`src/rtl/regfile_writeback_arbiter.sv`:
```
// regfile_writeback_arbiter: merges ALU (via FIFO) and memory results onto the register file write port
module regfile_writeback_arbiter #(
    parameter int DATA_W     = 32,
    parameter int ADDR_W     = 5,
    parameter int FIFO_DEPTH = 2,
    parameter int STARVE_MAX = 3
) (
    input  logic              clock,
    input  logic              reset_n,
    input  logic              alu_valid,
    output logic              alu_ready,
    input  logic [ADDR_W-1:0] alu_pos,
    input  logic [DATA_W-1:0] alu_value,
    input  logic              mem_valid,
    output logic              mem_ready,
    input  logic [ADDR_W-1:0] mem_pos,
    input  logic [DATA_W-1:0] mem_value,
    output logic              we,
    output logic [ADDR_W-1:0] pos,
    output logic [DATA_W-1:0] writevalue,
    input  logic [ADDR_W-1:0] query_pos,
    output logic              query_pending
);
    localparam int PW = $clog2(FIFO_DEPTH);
    localparam int CW = PW + 1;
    localparam int SW = $clog2(STARVE_MAX + 1);
    localparam logic [CW-1:0] full_count = CW'(FIFO_DEPTH);
    localparam logic [SW-1:0] starve_max = SW'(STARVE_MAX);

    logic [ADDR_W-1:0]     fifo_pos [FIFO_DEPTH];
    logic [DATA_W-1:0]     fifo_val [FIFO_DEPTH];
    logic [FIFO_DEPTH-1:0] fifo_vld;
    logic [PW-1:0]         rd, wr;
    logic [CW-1:0]         count;
    logic [SW-1:0]         starve_cnt;
    logic                  nonempty, waw_hit, query_hit, mem_issue, pop, push, issue;
    logic [ADDR_W-1:0]     issue_pos;
    logic [DATA_W-1:0]     issue_val;

    assign nonempty  = count != '0;
    assign alu_ready = reset_n & (count < full_count);
    assign mem_ready = reset_n & !((starve_cnt == starve_max) & nonempty) & !waw_hit;
    assign mem_issue = mem_valid & mem_ready;
    assign pop       = !mem_issue & nonempty;
    assign push      = alu_valid & alu_ready & (alu_pos != '0);
    assign issue     = mem_issue | pop;
    assign issue_pos = mem_issue ? mem_pos : fifo_pos[rd];
    assign issue_val = mem_issue ? mem_value : fifo_val[rd];
    assign query_pending = (query_pos != '0) & (query_hit | (we & (pos == query_pos)));

    // Match memory and hazard-probe indices against every occupied FIFO slot
    always_comb begin
        waw_hit   = 1'b0;
        query_hit = 1'b0;
        for (int i = 0; i < FIFO_DEPTH; i++) begin
            waw_hit   = waw_hit | (fifo_vld[i] & (fifo_pos[i] == mem_pos));
            query_hit = query_hit | (fifo_vld[i] & (fifo_pos[i] == query_pos));
        end
    end

    // FIFO payload storage needs no reset; occupancy is tracked by fifo_vld
    always_ff @(posedge clock) begin
        if (push) begin
            fifo_pos[wr] <= alu_pos;
            fifo_val[wr] <= alu_value;
        end
    end

    // FIFO pointers, occupancy and starvation counter
    always_ff @(posedge clock or negedge reset_n) begin
        if (!reset_n) begin
            rd         <= '0;
            wr         <= '0;
            count      <= '0;
            fifo_vld   <= '0;
            starve_cnt <= '0;
        end else begin
            if (push) begin
                fifo_vld[wr] <= 1'b1;
                wr           <= wr + 1'b1;
            end
            if (pop) begin
                fifo_vld[rd] <= 1'b0;
                rd           <= rd + 1'b1;
            end
            count      <= count + CW'(push) - CW'(pop);
            starve_cnt <= (mem_issue & nonempty) ? ((starve_cnt == starve_max) ? starve_max : starve_cnt + 1'b1) : '0;
        end
    end

    // Registered write port; register 0 writes are swallowed, idle cycles hold pos/data
    always_ff @(posedge clock or negedge reset_n) begin
        if (!reset_n) begin
            we         <= 1'b0;
            pos        <= '0;
            writevalue <= '0;
        end else begin
            we <= issue & (issue_pos != '0);
            if (issue & (issue_pos != '0)) begin
                pos        <= issue_pos;
                writevalue <= issue_val;
            end
        end
    end
endmodule

```
`config.mk`:
```
export PLATFORM = sky130hd
export DESIGN_NAME = regfile_writeback_arbiter
export DESIGN_NICKNAME = d
export VERILOG_FILES = /design/src/rtl/regfile_writeback_arbiter.sv
export SDC_FILE = /design/constraint.sdc
export NUM_CORES = 1
export LEC_CHECK = 0
export ABC_AREA = 1
export CAP_MARGIN = 20
export CORE_ASPECT_RATIO = 0.8
export CORE_MARGIN = 4
export CORE_UTILIZATION = 45
export CTS_CLUSTER_SIZE = 14
export DETAILED_ROUTE_END_ITERATION = 12
export GPL_ROUTABILITY_DRIVEN = 0
export PLACE_DENSITY = 0.77
export REMOVE_ABC_BUFFERS = 1
export SLEW_MARGIN = 20
export SYNTH_ARGS = -nofsm -noshare
export SYNTH_HDL_FRONTEND = slang
export SYNTH_SLANG_ARGS = --single-unit
```
`constraint.sdc`:
```
create_clock -name clock -period 2.7 [get_ports clock]
set_input_delay 0.405 -clock clock [delete_from_list [all_inputs] [get_ports clock]]
set_output_delay 0.405 -clock clock [all_outputs]
set_load 0.02 [all_outputs]
```
==> parameters.txt, run 1 <==
Parameter                              Value

Hold path
  Min-delay worst type ... in -> async

Global routing
  Global-route wire length before repair ... 22290 µm
  Largest net degree at the start of global routing ... 47
  Number of global-route vias before repair ... about 4500
  Overflow left after global routing ... 0
  Total routing resource utilization after global routing ... 21.00%
  Initial antenna violation count ... 0

Floorplanning
  Total core area ... 11520 µm²
  Initial core utilization ... 46.08%
  Die Outline Area ... 13610 µm²
  Horiz. Die Dim ... 129.4 µm
  Die Ht ... 105.1 µm
  Count of pins on the block boundary ... 124
  Number of placement rows ... 35

Setup path
  Arrival @ worst endpoint ... ~2.1 ns
  Critical path launch point type ... input pin
  Biggest fanout along the worst timing path ... 5
  Endpoint class of the critical path ... output port
  Setup Crit Path Kind ... in -> out
  WP data required ... 2.30 ns

Clocking
  Post-CTS clock slew at the launch and capture registers of the worst setup and hold paths ... approximately 0.05 ns
  Clock latency of the later-clocked register in the worst-skew pair ... around 0.4 ns
  # resized after CTS ... 2
  CTS max path bufs ... 2
  Clock tree from TritonCTS ... built
  Clock root buffer ... clkbuf_16
  Number of buffers inserted during clock tree synthesis ... 17
  Clock sink count ... 120
  Hold-fix buffer count after cts ... 0
  Setup Fix Bufs, Post-CTS ... 0
  CTS H-tree depth ... 4

STA
  Final critical delay including setup and external delays ... 2.533 ns
  Transition time at the pin with the least slew margin ... 0.6521 ns
  Final hold viol count ... 0
  Period Utilization, post-route ... between 90% and 100%
  Max-Slew Margin vs Limit ... 56.53%
  Final number of setup-violating endpoints ... 0
  Clock skew after layout ... 0.01115 ns
  Number of pins exceeding their max-slew limit in the final report ... 0
  Achievable clock frequency ... 394.8 MHz
  Worst-case hold slack ... around 0.16 ns
  RSZ-0062 raised after global routing ... no

Placed design
  Port-buffer cells ... 123
  DP Area ... 6805 µm²
  Half-perimeter wire length after detailed placement ... 9289 µm

Synthesis
  Leading cell type by number of instances after synthesis ... nand2_1
  Library cell with the largest summed area after synthesis ... edfxtp_1
  Number of storage elements in the synthesis netlist ... 120
  Synth top cells by count ... nand2_1, edfxtp_1, nor2_1
  Post-synth cell types ... 36
  Post-synthesis cell count ... 538
  Area share of the leading cell type in the synthesized netlist ... 41.87%
  Number of warning messages in the yosys log ... 0
  Main area contributors after synthesis ... edfxtp_1, dfrtp_1, nand2_1
  Sequential area share after synthesis ... 63.55%
  Post-synthesis cell area ... roughly 5300 µm²
  Synthesized area divided by synthesized cell count ... 9.865 µm²
  Post-synth ARST share ... 38.33%
  Number of enable-type register cells in the synthesized netlist ... between 70 and 80
  Post-synth top flop ... edfxtp_1

Detailed routing
  DRT antenna net count ... 0
  Number of search-and-repair iterations in the first detailed-routing pass ... 6
  Routed vias/inst ... 5.285
  Via count ... 4418
  Routed WL ... 13980 µm
  Average wire length per cell after detail routing ... 16.72 µm
  Number of remaining DRC errors ... 0
  Number of DRC markers after the initial detailed-route iteration ... 448

Job
  MaxCap Viol Count ... 0

Final layout
  Count of nets after finishing ... 760
  Inserted Diodes ... 0
  Share of the core filled with cells ... ~64%
  Final Instance Area ... roughly 7400 µm²
  Synthesis-to-layout area growth ... 39.49%
  Layout cell share with drive strength beyond 1 ... 10.03%

Power and ir drop
  Maximum VDD drop ... 0.7758 mV
  Areal power density over the cells ... 1047 nW/µm²
  Total design power ... approximately 7.8 mW
  Leakage power figure ... 3.116 nW

Outcome
  Status ... completed
==> power by group <==
part	switching, mW	internal [mW]	leakage (nW)
clock network	0.753	1.47	0.289
logic	1.60	1.20	1.61
registers	0.297	2.43	1.22
total	2.65	5.10	3.12
==> stage by stage <==
step                      worst slack, ns  cells  TNS [ns]
after floorplan                   -0.4317    513    -35.33
after CTS                          0.1446    835         0
after global placement           -0.04365    801  -0.04365
final                              0.1673    836         0
after global routing              0.04036    836         0
after detailed placement          -0.1312    803   -0.1312
==> layout by cell type (no fill, tap or decap), types with 3 or more instances in the layout <==
cell,Yosys,final
inv_1,27,26
nand3_1,42,42
clkbuf_1,9,5
o21ai_0,7,7
bufinv_16,0,3
inv_2,10,10
clkinv_2,0,5
xnor2_1,4,4
nand2_1,179,179
clkbuf_16,0,17
clkdlybuf4s50_1,0,120
buf_12,0,4
a31oi_1,32,32
nor2_1,51,49
dfrtp_1,46,46
o21ai_1,5,5
buf_4,0,15
edfxtp_1,74,74
xor2_1,6,6
o22ai_1,3,3
a21oi_1,6,6
==> registers in the layout, summed over array words and instances (netlist names) <==
signal,count
writevalue,32
fifo_pos,10
rd,1
fifo_vld,2
we,1
count,2
fifo_val,64
pos,5
starve_cnt,2
wr,1
==> area by class of cell <==
cell class	instances	area, µm²
tap	148	185.2
timing repair buffer	143	1435
multi-input combinational	356	1689
inverter	37	138.9
sequential	120	3373
clock inverter	9	123.9
fill	905	4114
clock buffer	23	457.9
==> cells by family (layout without fill, tap and decap cells) <==
group	after synthesis	after routing	synth area share, %
adder cells (fa/ha/maj)	2	2	0.4714
flip-flops	120	120	63.55
AND/OR/NAND/NOR	282	282	21.73
AO/OA/AOI/OAI	62	62	7.544
buffers and inverters	62	212	5.045
XOR/XNOR	10	10	1.650
==> path summary, 6_finish.rpt <==
check                                     from  slack, ns              to  depth (start not counted)
max in group asynchronous              reset_n       2.10     fifo_vld[0]                          2
worst min register to register  writevalue[12]       0.47  writevalue[12]                          2
worst min-delay path                   reset_n       0.16          pos[0]                          2
worst max-delay path              query_pos[1]       0.17   query_pending                          8
worst max register to register  fifo_pos[1][3]       0.51        count[1]                         13
min in group clock              writevalue[12]       0.47  writevalue[12]                          2
==> layer usage <==
| metal | part of all wire (%) | global-route usage [%] | wire [µm] |
|---|---|---|---|
| met1 | 43 | 28.43 | 5958 |
| met2 | 48 | 33.62 | 6678 |
| met3 | 8.5 | 5.825 | 1186 |
| met4 | 1.1 | 5.267 | 157 |
| met5 | 0 | 0 | 0 |
==> worst max-delay path, cell delays in order <==
cell	delay [ns]
clkdlybuf4s50_1	0.51
inv_1	0.11
a221oi_1	0.32
nand4_1	0.17
o311ai_1	0.12
o31ai_1	0.12
inv_1	0.06
dlygate4sd2_1	0.32
Note: power is estimated with default switching activity, not from simulation.
==> run 2: changes to the inputs <==
--- a/config.mk
+++ b/config.mk
@@ -10,7 +10,7 @@
 export CORE_ASPECT_RATIO = 0.8
 export CORE_MARGIN = 4
 export CORE_UTILIZATION = 45
-export CTS_CLUSTER_SIZE = 14
+export CTS_CLUSTER_SIZE = 40
 export DETAILED_ROUTE_END_ITERATION = 12
 export GPL_ROUTABILITY_DRIVEN = 0
 export PLACE_DENSITY = 0.77
==> results of run 2 <==
No change in the layout: final DEF, timing and power equal those of run 1.
